==> config.mk <==
export PLATFORM = sky130hd
export DESIGN_NAME = conv_weight_bank
export DESIGN_NICKNAME = d
export VERILOG_FILES = /design/src/rtl/conv_weight_bank.sv
export SDC_FILE = /design/constraint.sdc
export NUM_CORES = 1
export LEC_CHECK = 0
export CORE_MARGIN = 5
export CORE_UTILIZATION = 48
export CTS_CLUSTER_SIZE = 10
export DETAILED_ROUTE_END_ITERATION = 8
export GPL_TIMING_DRIVEN = 0
export PLACE_DENSITY = 0.85
export SLEW_MARGIN = 30
export SYNTH_ARGS = -nofsm -noshare
export SYNTH_HDL_FRONTEND = slang
export SYNTH_SLANG_ARGS = --single-unit
==> constraint.sdc <==
create_clock -name i_clk -period 1.91 [get_ports i_clk]
set_input_delay 0.4775 -clock i_clk [delete_from_list [all_inputs] [get_ports i_clk]]
set_output_delay 0.4775 -clock i_clk [all_outputs]
set_load 0.03 [all_outputs]
==> src/rtl/conv_weight_bank.sv <==
// Double-buffered KSIZE x KSIZE convolution weight store: beats stream into a shadow bank,
// then commit copies the whole kernel to the active bank. Optional readback: WEIGHT_READBACK_EN.
module conv_weight_bank #(
    parameter int DATA_W = 8,
    parameter int KSIZE  = 5,
    parameter int CNT_W  = 5
) (
    input  logic                            i_clk,
    input  logic                            i_rst_n,
    input  logic                            i_load_start,
    input  logic                            i_w_valid,
    input  logic [DATA_W-1:0]               i_w,
    output logic                            o_w_ready,
    output logic                            o_load_done,
    input  logic                            i_commit,
    input  logic                            i_clear,
    output logic [KSIZE*KSIZE*DATA_W-1:0]   o_w_bank,
    output logic                            o_bank_valid,
    output logic                            o_busy,
    output logic [1:0]                      o_dbg_state
`ifdef WEIGHT_READBACK_EN
    ,
    input  logic                            i_rd_en,
    input  logic [CNT_W-1:0]                i_rd_addr,
    output logic [DATA_W-1:0]               o_rd_data,
    output logic                            o_rd_valid
`endif
);

    localparam int TAPS = KSIZE * KSIZE;
    localparam logic [CNT_W-1:0] LAST_TAP = CNT_W'(TAPS - 1);

    typedef enum logic [1:0] {
        IDLE   = 2'd0,
        LOAD   = 2'd1,
        LOADED = 2'd2
    } state_t;

    // Handshake: a beat transfers on a rising edge where i_w_valid && o_w_ready,
    // except when i_load_start or i_clear is high in that cycle (the beat is dropped).
    state_t             state, state_nxt;
    logic [CNT_W-1:0]   cnt, cnt_nxt;
    logic               beat_we;
    logic               commit_go;
    logic [DATA_W-1:0]  shadow [TAPS];

    assign o_dbg_state = state;

    always_comb begin
        state_nxt = state;
        cnt_nxt   = cnt;
        beat_we   = 1'b0;
        commit_go = 1'b0;
        if (i_clear) begin
            state_nxt = IDLE;
            cnt_nxt   = '0;
        end else if (i_load_start) begin
            state_nxt = LOAD;
            cnt_nxt   = '0;
        end else begin
            case (state)
                LOAD: begin
                    if (i_w_valid) begin
                        beat_we = 1'b1;
                        if (cnt == LAST_TAP) begin
                            state_nxt = LOADED;
                            cnt_nxt   = '0;
                        end else begin
                            cnt_nxt = cnt + 1'b1;
                        end
                    end
                end
                LOADED: begin
                    if (i_commit) begin
                        commit_go = 1'b1;
                        state_nxt = IDLE;
                    end
                end
                default: ;
            endcase
        end
    end

    // Status flags are decoded from the next state so they stay pure registers.
    always_ff @(posedge i_clk) begin
        if (!i_rst_n) begin
            state        <= IDLE;
            cnt          <= '0;
            o_w_ready    <= 1'b0;
            o_load_done  <= 1'b0;
            o_busy       <= 1'b0;
            o_w_bank     <= '0;
            o_bank_valid <= 1'b0;
        end else begin
            state       <= state_nxt;
            cnt         <= cnt_nxt;
            o_w_ready   <= (state_nxt == LOAD);
            o_busy      <= (state_nxt == LOAD);
            o_load_done <= (state_nxt == LOADED);
            if (i_clear) begin
                o_w_bank     <= '0;
                o_bank_valid <= 1'b0;
            end else if (commit_go) begin
                for (int t = 0; t < TAPS; t++) begin
                    o_w_bank[t*DATA_W +: DATA_W] <= shadow[t];
                end
                o_bank_valid <= 1'b1;
            end
        end
    end

    // Shadow bank is plain storage: neither reset nor clear touches it.
    always_ff @(posedge i_clk) begin
        if (i_rst_n && beat_we) begin
            shadow[cnt] <= i_w;
        end
    end

`ifdef WEIGHT_READBACK_EN
    always_ff @(posedge i_clk) begin
        if (!i_rst_n) begin
            o_rd_data  <= '0;
            o_rd_valid <= 1'b0;
        end else begin
            o_rd_valid <= i_rd_en;
            if (i_rd_en) begin
                o_rd_data <= (int'(i_rd_addr) < TAPS) ? shadow[i_rd_addr] : '0;
            end
        end
    end
`endif

endmodule

=== Yosys cells after proc, flatten, opt, wreduce, memory -nomap -nowiden ===
Memories as Yosys holds them, arrays and structs flattened. A register that Yosys moved wholly into a read port is not among the register bits.
Index checks and enable logic that the tools add are counted.

* Memory bits (writable): 200
* Logic and storage cells: 34
* Output and inout bits: 206
* Memories: 1
* Register bits after elaboration: 10

* Bitwise logic cells: 1
* Muxes and demuxes: 17
* Eq/ne operators: 5
* Add/sub/neg operators: 1
* Reductions and logical operators: 4

{| class="wikitable"
|+ Memory list
! name !! depth !! width !! rd ports !! clocked after Yosys merged registers in !! write ports !! RTL line !! RTL
|-
| shadow || 25 || 8 || 25 || 25 || 1 || 45 || <nowiki>logic [DATA_W-1:0] shadow [TAPS];</nowiki>
|}

{| class="wikitable"
|+ Operator list
! operator !! count
|-
| $mux 1 || 10
|-
| $mux 2 || 5
|-
| $add 5x1->5 const B || 1
|-
| $eq 5x5->1 const B || 1
|-
| $mux 5 || 1
|-
| $eq 2x1->1 const B || 2
|-
| $eq 2x2->1 const B || 2
|-
| $pmux 2 s2 || 1
|-
| $reduce_or 3->1 || 1
|-
| $reduce_and 2->1 || 1
|-
| $reduce_or 2->1 || 1
|-
| $logic_and 1x1->1 || 1
|-
| $not 1->1 || 1
|}

=== Depth between registers and ports, before layout ===
Gate-level depths: netlist of the first run.

* Word-level depth: 7
* Gate-level depth with buffers: 8

=== Worst setup path before layout of the first run ===
No wires, ideal clock.

* Kind: reg-to-reg
* Start: reg state[0] (netlist: o_dbg_state[0])
* End: mem shadow[13][0], enable pin
* Path slack: -0.196 ns
* Stages on the path, launching flop included: 6
* Clock period less this slack: 2.106 ns
* Arrival time: 1.736 ns
* Required time: 1.540 ns
* Path through: dfxtp_1 -> ha_1 -> nand2_1 -> nor3_1 -> nand2_1 -> nor2_1

* Word-level cells in the longest chain between the ends: 7

{| class="wikitable"
|+ RTL lines
! what !! RTL line !! RTL
|-
| start, declared || 41 || <nowiki>state_t state, state_nxt;</nowiki>
|-
| start signal, assigned || 95 || <nowiki>state <= state_nxt;</nowiki>
|-
| $eq 2x1->1 || 61 || <nowiki>case (state)</nowiki>
|-
| $mux 1 || 61 ||
|-
| $mux 1 || 57 || <nowiki>end else if (i_load_start) begin</nowiki>
|-
| $mux 1 || 54 || <nowiki>if (i_clear) begin</nowiki>
|-
| $logic_and 1x1->1 || 114 || <nowiki>if (i_rst_n && beat_we) begin</nowiki>
|-
| $mux 1 || 114 ||
|-
| $mux 1 (implied by the code) || 115 || <nowiki>shadow[cnt] <= i_w;</nowiki>
|-
| end, declared || 45 ||
|}

Every way passes these cells.

=== Final worst setup path of the first run ===
* Start: reg state[1] (netlist: o_dbg_state[1])
* End: mem shadow[20][7], enable pin

Same word-level chain as after synthesis.

==> results of run 1 <==
## metrics by stage
stage	area (um^2)	worst slack (ns)	hold WS (ns)	util [%]
floorplan	13900	-0.00428	0.471	-
CTS	17800	0.0322	0.184	63.9
finish	18000	0.0599	0.205	64.3
detailed placement	16500	-0.715	0.446	59.2
global placement	16500	-0.691	0.441	59.2
global route	18000	-0.0396	0.195	64.3
## synth_stat cells, drive strengths merged
library cell	instances	area [um^2]
a21oi	203	1020
and2	1	6.26
and3	1	6.26
and4b	1	13.8
and4bb	1	12.5
buf	42	369
clkbuf	30	113
dfxtp	210	4200
edfxtp	200	6010
ha	6	75.1
inv	4	15.0
nand2	410	1540
nand2b	1	6.26
nand3	1	5.00
nand3b	2	15.0
nand4	2	12.5
nor2	36	138
nor2b	1	6.26
nor3	8	45.0
nor4	1	12.5
o22a	1	8.76
or3	1	6.26
or3b	2	17.5
xor2	3	26.3
## layout make-up
type                    count  area (um^2)  area share, %
flip-flops and latches    410        10200           56.9
multi-input cells         682         3210           17.9
repair buffers            235         2150           12.0
clock buffers              86         1380           7.66
plain buffers              72          499           2.78
well taps                 378          473           2.63
clock inverters             2         25.0          0.139
inverters                   4         15.0         0.0836
## state kept, by name (all words and copies together), names as in the netlist
register      count
cnt               5
o_bank_valid      1
o_w_bank        200
shadow          200
o_dbg_state       2
o_busy            1
o_load_done       1
## where the power goes
| part | leakage [nW] | switching, mW | internal (mW) |
|---|---|---|---|
| Sequential | 3.49 | 0.00208 | 9.22 |
| Combinational | 2.59 | 0.215 | 0.0467 |
| Clock | 0.665 | 3.25 | 4.83 |
| Total | 6.75 | 3.47 | 14.1 |
## worst reg2reg max path, cell delays in order (launching register included)
cell and delay, ns:
sky130_fd_sc_hd__dfxtp_1 0.32, sky130_fd_sc_hd__inv_1 0.08, sky130_fd_sc_hd__ha_2 0.20, sky130_fd_sc_hd__nand2_2 0.10
sky130_fd_sc_hd__nor3_4 0.23, sky130_fd_sc_hd__buf_4 0.17, sky130_fd_sc_hd__nand2_4 0.15, sky130_fd_sc_hd__nor2_4 0.17
sky130_fd_sc_hd__buf_12 0.15
## cell families (layout without fill, tap and decap cells)
| group | after synthesis | after routing | synth area share (%) |
|---|---|---|---|
| AND/OR/NAND/NOR | 469 | 469 | 13.5 |
| flip-flops | 410 | 410 | 74.7 |
| AO/OA/AOI/OAI | 204 | 204 | 7.49 |
| buffers and inverters | 76 | 399 | 3.63 |
| adder cells (fa/ha/maj) | 6 | 6 | 0.549 |
| XOR/XNOR | 3 | 3 | 0.192 |
## what timing repair did
| item | 4_1_cts | 5_1_grt |
|---|---|---|
| setup endpoints to repair | 466 | 218 |
| pin swaps | 8 | 12 |
| hold buffers | 0 | 0 |
| setup buffers | 11 | 5 |
| resized for setup | 220 | 12 |
## worst paths after layout
path                                    from                    endpoint  slack [ns]  cells past startpoint
setup / recovery   o_dbg_state[1]$_SDFF_PN0_     shadow[20][7]$_DFFE_PP_        0.06                      8
hold / removal                  i_load_start      o_load_done$_SDFF_PN0_        0.20                      2
setup reg to reg   o_dbg_state[1]$_SDFF_PN0_     shadow[20][7]$_DFFE_PP_        0.06                      8
hold reg to reg   o_w_bank[153]$_SDFFE_PP0P_  o_w_bank[153]$_SDFFE_PP0P_        0.45                      2
## routing by layer
metal / GRT usage, % / up-vias / wire [um]
met5: 0 / - / 0
met4: 6.36 / 0 / 912
met3: 3.42 / 62 / 2080
met2: 38.3 / 341 / 18300
met1: 27.8 / 4614 / 14100
li1: - / 4515 / -
==> out/results.txt, run 1 <==
The tools report the final setup TNS as 0 ns. Derived from the worst setup path, the maximum achievable clock frequency is 0.541 GHz. Measured along the y axis, the die boundary spans 179 um.

Yosys printed 0 warnings. CTS built an H-tree with a depth of 2. The worst endpoint required time is 2.15 ns, and the final critical-path required period is 1.85 ns. By startpoint and endpoint, the worst setup path is classified as reg -> reg. Final hold violation count: 0. Setup violations remaining at the end of the flow were counted as 0. The share of the clock period used by the worst path is 96.9%, and the post-route total power is 17.6 mW. The number of non-filler instances in the completed layout is 1869, and the die area is 32000 um^2. The logs give 0.0236 ns for the worst clock skew and 0.54 ns for the clock latency reported for the late side of the worst-skew pair. The tools report the via count of the first global-routing pass as 9472.

The peak per-stage delay on the critical path is 0.32 ns. For this design the static power due to leakage is 6.75 nW. The fill cell total of the finished layout was 2191; the maximum fanout along the worst path was 8.

The final net count was 1472; the number of DRC violations after detailed routing was 0. When the netlist entered floorplanning its net count stood at 1188. The initial utilization of the core area, before any placement, comes to 49.0%. The tools report the number of placement rows as 61.

Before antenna repair, the detailed router went through 5 iterations. Sequential cells were found to cover 74.7% of the synthesized design area. The wire length per cell was 18.9 um; the number of pins exceeding their max-slew limit in the final report was 0. Leaving out fill and tap cells, the most frequent cell in the layout is sky130_fd_sc_hd__nand2_1. Routability-driven placement finished with a final weighted congestion of 0.789.

The path class of the tightest hold or removal check is in -> reg. Counting the buffers created by CTS gives 47. TritonCTS built the clock tree. Including well taps, the total number of placed cells is 1765.

Setup repair after global routing could not meet its margin everywhere. The count of buffer and inverter cells on the critical path is 3, and the overflow left after global routing is 0. In this run, distinct cell masters in the synthesized netlist total 30. The signal on the critical path passes through inv_1 > ha_2 > nand2_2 > nor3_4 > buf_4 > nand2_4 > nor2_4 > buf_12. The repair_antennas step left the layout with diodes totalling 0.

Synthesized cell area: 13700 um^2. First-pass GRT wire length: 53500 um. The power density relative to cell area works out to 978 nW/um^2. The worst voltage drop across the vdd grid is 0.000720 V, and the synthesized netlist cell count is 1168. Data arrives at the worst endpoint at 2.09 ns. The run gives 0 as the number of antenna violations at the first check in global routing. The top cell types in the final layout, fill and taps aside, are sky130_fd_sc_hd__nand2_1, sky130_fd_sc_hd__dfxtp_1, sky130_fd_sc_hd__dlygate4sd2_1. The flow ran to the end, and the final reports show no timing, DRC or antenna violations.

STA classifies the critical path endpoint as a flop. After synthesis the netlist holds a flip-flop and latch count of 410. The run gives 35400 um as the total length of routed wires. CTS saw 410 sinks.

The number of buffer cells added on primary ports is 218, and the area growth from synthesis to layout is 31.3%. The wire-length estimate of the detail-placed layout is 22400 um. The logs give 3 for the maximum number of buffers from clock root to sink and 45.0% for the worst-case headroom to the max-slew limit. For this run, the total global-route usage over all layers was measured as 21.8%. The library cell contributing the largest single delay on the critical path was sky130_fd_sc_hd__dfxtp_1. The run gives 0 as the residual antenna-violating net count after detailed routing.

The clock root buffer is sky130_fd_sc_hd__clkbuf_16. Measured along the x axis, the die boundary spans 179 um. STA classifies the critical path startpoint as a flop. Using the TritonRoute via totals, the vias-per-cell ratio works out to 5.10. Cells with a size suffix above 1 make up 11.3% of the layout. Entering global routing, the biggest net connects 26 pins.

The clock-pin slew on the worst setup and hold paths is 0.05 ns, and the area inside the core boundary is 27900 um^2. Kind of cell adding the most delay to the critical path: simple AND/OR/NAND/NOR gates. The logs give 220 for the total I/O pin count and 9532 for the via count of the routed design. The DRC marker count from the first detailed-route iteration was 668. At the pin with the least slew margin, the transition time is 0.825 ns.

The post-synthesis average cell area is 11.7 um^2, and the number of maximum-capacitance constraint violations is 0.
(Power assumes the default switching activity.)
==> run 2, diff against run 1 <==
MAX_ROUTING_LAYER = met4   (was not set)
==> run 2 against run 1 <==
Against the previous run: sequential share of layout area is 0.10 points lower; combinational power about the same; core utilization is 0.12 points higher; flip-flop and latch count unchanged; clock skew down 0.0033 ns; worst hold slack improved by 0.0021 ns; die area unchanged; fmax is essentially flat; register-to-register slack improved by 0.03 ns; final area grew 0.18%.
==> out/results.txt, run 2 (same netlist as run 1, synthesis figures left out) <==
The logs give 220 (unchanged) for the total I/O pin count and 0 (unchanged) for the final hold violation count. The depth of the CTS H-tree was 2 (unchanged); the maximum number of pins on one net before global-route repair was 26 (unchanged). Final critical-path required period: 1.85 ns (-0.000687 ns).

The number of pins exceeding their max-slew limit in the final report was 0 (unchanged). Number of antenna violations at the first check in global routing: 0 (unchanged). The worst hold path belongs to the class in -> reg. The residual antenna-violating net count after detailed routing is 0 (unchanged). The flow ran to the end, and the final reports show no timing, DRC or antenna violations. The tools report the estimated wirelength of the detail-placed design as 22400 um (unchanged). The tools report the clock latency reported for the late side of the worst-skew pair as 0.54 ns (about the same). In the layout the commonest cells are sky130_fd_sc_hd__nand2_1, sky130_fd_sc_hd__dfxtp_1, sky130_fd_sc_hd__dlygate4sd2_1. The post-cts hold buffer count is 0 (unchanged). Number of placement rows: 61 (unchanged). The tools report the number of detailed-routing iterations run before antenna repair as 5 (unchanged).

The first-pass GRT wire length was 53400 um (about the same); the maximum number of buffers from clock root to sink was 3 (unchanged). The power density relative to cell area came out at 976 nW/um^2 (-0.16%). The share of the clock period used by the worst path came out at 96.8% (about the same).

Fill cell total of the finished layout: 2186 (-0.23%). The antenna diode count was 0 (unchanged). The logs give 656 (-1.8%) for the DRC marker count from the first detailed-route iteration and 0.541 GHz (about the same) for the maximum frequency from static timing analysis. The logs give 0.800 (+1.4%) for the placer congestion estimate and 0.0204 ns (-0.00326 ns) for the worst clock skew.

The logs give 0 (unchanged) for the number of DRC violations after detailed routing and 3240 um^2 (+0.90%) for the combined area of the multi-input logic cells. The worst-case headroom to the max-slew limit came out at 46.3% (+1.4 points). The logs give 0.0606 ns (+0.000687 ns) for the final critical-path setup slack and 0.000716 V (-0.56%) for the worst voltage drop across the vdd grid. The average vias per placed instance was 5.11 (+0.28%); the maximum fanout along the worst path was 10 (+2).

The area inside the core boundary is 27900 um^2 (unchanged). The data arrival time at the worst-slack endpoint is 2.25 ns (+0.16 ns). CTS placed an instance of sky130_fd_sc_hd__clkbuf_16 at the clock tree root.

The worst setup path is captured at a flop. The number of buffer cells added on primary ports is 218 (unchanged). The worst endpoint required time is 2.31 ns (+0.16 ns). Transition at the pin with the smallest max-transition slack: 0.805 ns (-0.0205 ns). Horizontal die dimension: 179 um (unchanged). The wire length per cell is 19.0 um (about the same), and the total length of routed wires is 35400 um (about the same). The logs give 0 (unchanged) for the overflow left after global routing and 0 (unchanged) for the total setup violations reported at the end of the flow. For the number of maximum-capacitance constraint violations, the log shows 0 (unchanged). Setup repair after global routing left no endpoint under its margin. The clock-pin slew on the worst setup and hold paths is 0.06 ns (about the same).

The logs give 410 (unchanged) for the number of clock sinks seen by CTS and 22.4% (+0.62 points) for the overall routing resource usage. The leakage power figure was 6.72 nW (-0.46%); the area occupied by registers was 10200 um^2 (unchanged). The via count of the first global-routing pass is 9474 (+0.021%). The starting utilization of the core area is 49.0% (unchanged), and the via count of the routed design is 9559 (+0.28%). The share of post-route cells with drive strength above 1 came out at 11.3% (+0.067 points). The worst setup path is of the in -> reg kind. The tools report the startpoint class of the critical path as an input port.

The final net count was 1472 (unchanged). The die outline height was 179 um (unchanged). The final instance area was 18000 um^2 (+0.18%). TritonCTS built the clock tree.

The area growth from synthesis to layout is 31.6%. In the final layout, the registers with the most flip-flops are o_w_bank x200, shadow x200, cnt x5. The run gives 32000 um^2 (unchanged) as the die area.

The number of buffers added by the clock tree synthesis step was 47 (unchanged); the pre-CTS worst setup slack was -0.715 ns (unchanged). The tools report the standard cell area after detailed placement as 16500 um^2 (unchanged). The library cell used most frequently in the layout, excluding fill and tap cells, is sky130_fd_sc_hd__nand2_1.
run 2: metrics by stage:
stage	power (mW)	setup TNS [ns]	utilization (%)	hold slack (ns)	instances
after floorplan	9.49	-0.0884	-	0.471	1168
after global placement	9.66	-266.71	59.2	0.441	1764
after detailed placement	9.66	-191.01	59.2	0.446	1765
after CTS	17.7	0	63.9	0.184	1864
after global routing	18.1	0	64.4	0.193	1869
final	17.6	0	64.4	0.207	1869
run 2: layer usage:
layer | wire length, um | share of wire (%) | GRT usage, % | vias up
li1 | - | - | - | 4514
met4 | 832 | 2.3 | 6.36 | 0
met3 | 2130 | 6.0 | 3.08 | 64
met2 | 18300 | 52 | 38.4 | 355
met5 | 0 | 0 | - | -
met1 | 14200 | 40 | 28.0 | 4626
run 2: area by class of cell:
| type | instances | share of cell area (%) |
|---|---|---|
| tap | 378 | 2.63 |
| timing repair buffer | 235 | 12.0 |
| clock buffer | 86 | 7.64 |
| clock inverter | 2 | 0.139 |
| buffer | 72 | 2.77 |
| inverter | 4 | 0.0834 |
| multi-input combinational | 682 | 18.0 |
| sequential | 410 | 56.7 |
run 2: critical path, stage by stage:
cell and delay, ns:
sky130_fd_sc_hd__clkdlybuf4s50_1 0.49, sky130_fd_sc_hd__nand2b_1 0.24, sky130_fd_sc_hd__buf_2 0.33, sky130_fd_sc_hd__buf_4 0.33, sky130_fd_sc_hd__clkbuf_2 0.28, sky130_fd_sc_hd__a21oi_1 0.09
run 2: what timing repair did:
action / 4_1_cts / 5_1_grt
pin swaps: 8 / 15
buffers inserted: 11 / 5
setup endpoints to repair: 466 / 218
resized for setup: 220 / 17
run 2: power breakdown:
group / total, mW / leakage, nW / switching (mW) / internal [mW]
clock network: 8.08 / 0.665 / 3.25 / 4.83
logic: 0.262 / 2.56 / 0.215 / 0.0470
registers: 9.22 / 3.49 / 0.00210 / 9.22
run 2: path summary, 6_finish.rpt:
check                        startpoint                          to  slack (ns)  cells after the start
min                        i_load_start      o_load_done$_SDFF_PN0_        0.21                      2
min reg2reg  o_w_bank[153]$_SDFFE_PP0P_  o_w_bank[153]$_SDFFE_PP0P_        0.45                      2
max reg2reg         cnt[0]$_SDFFE_PP0P_     shadow[24][0]$_DFFE_PP_        0.09                      6
max                             i_clear   o_w_bank[31]$_SDFFE_PP0P_        0.06                      6
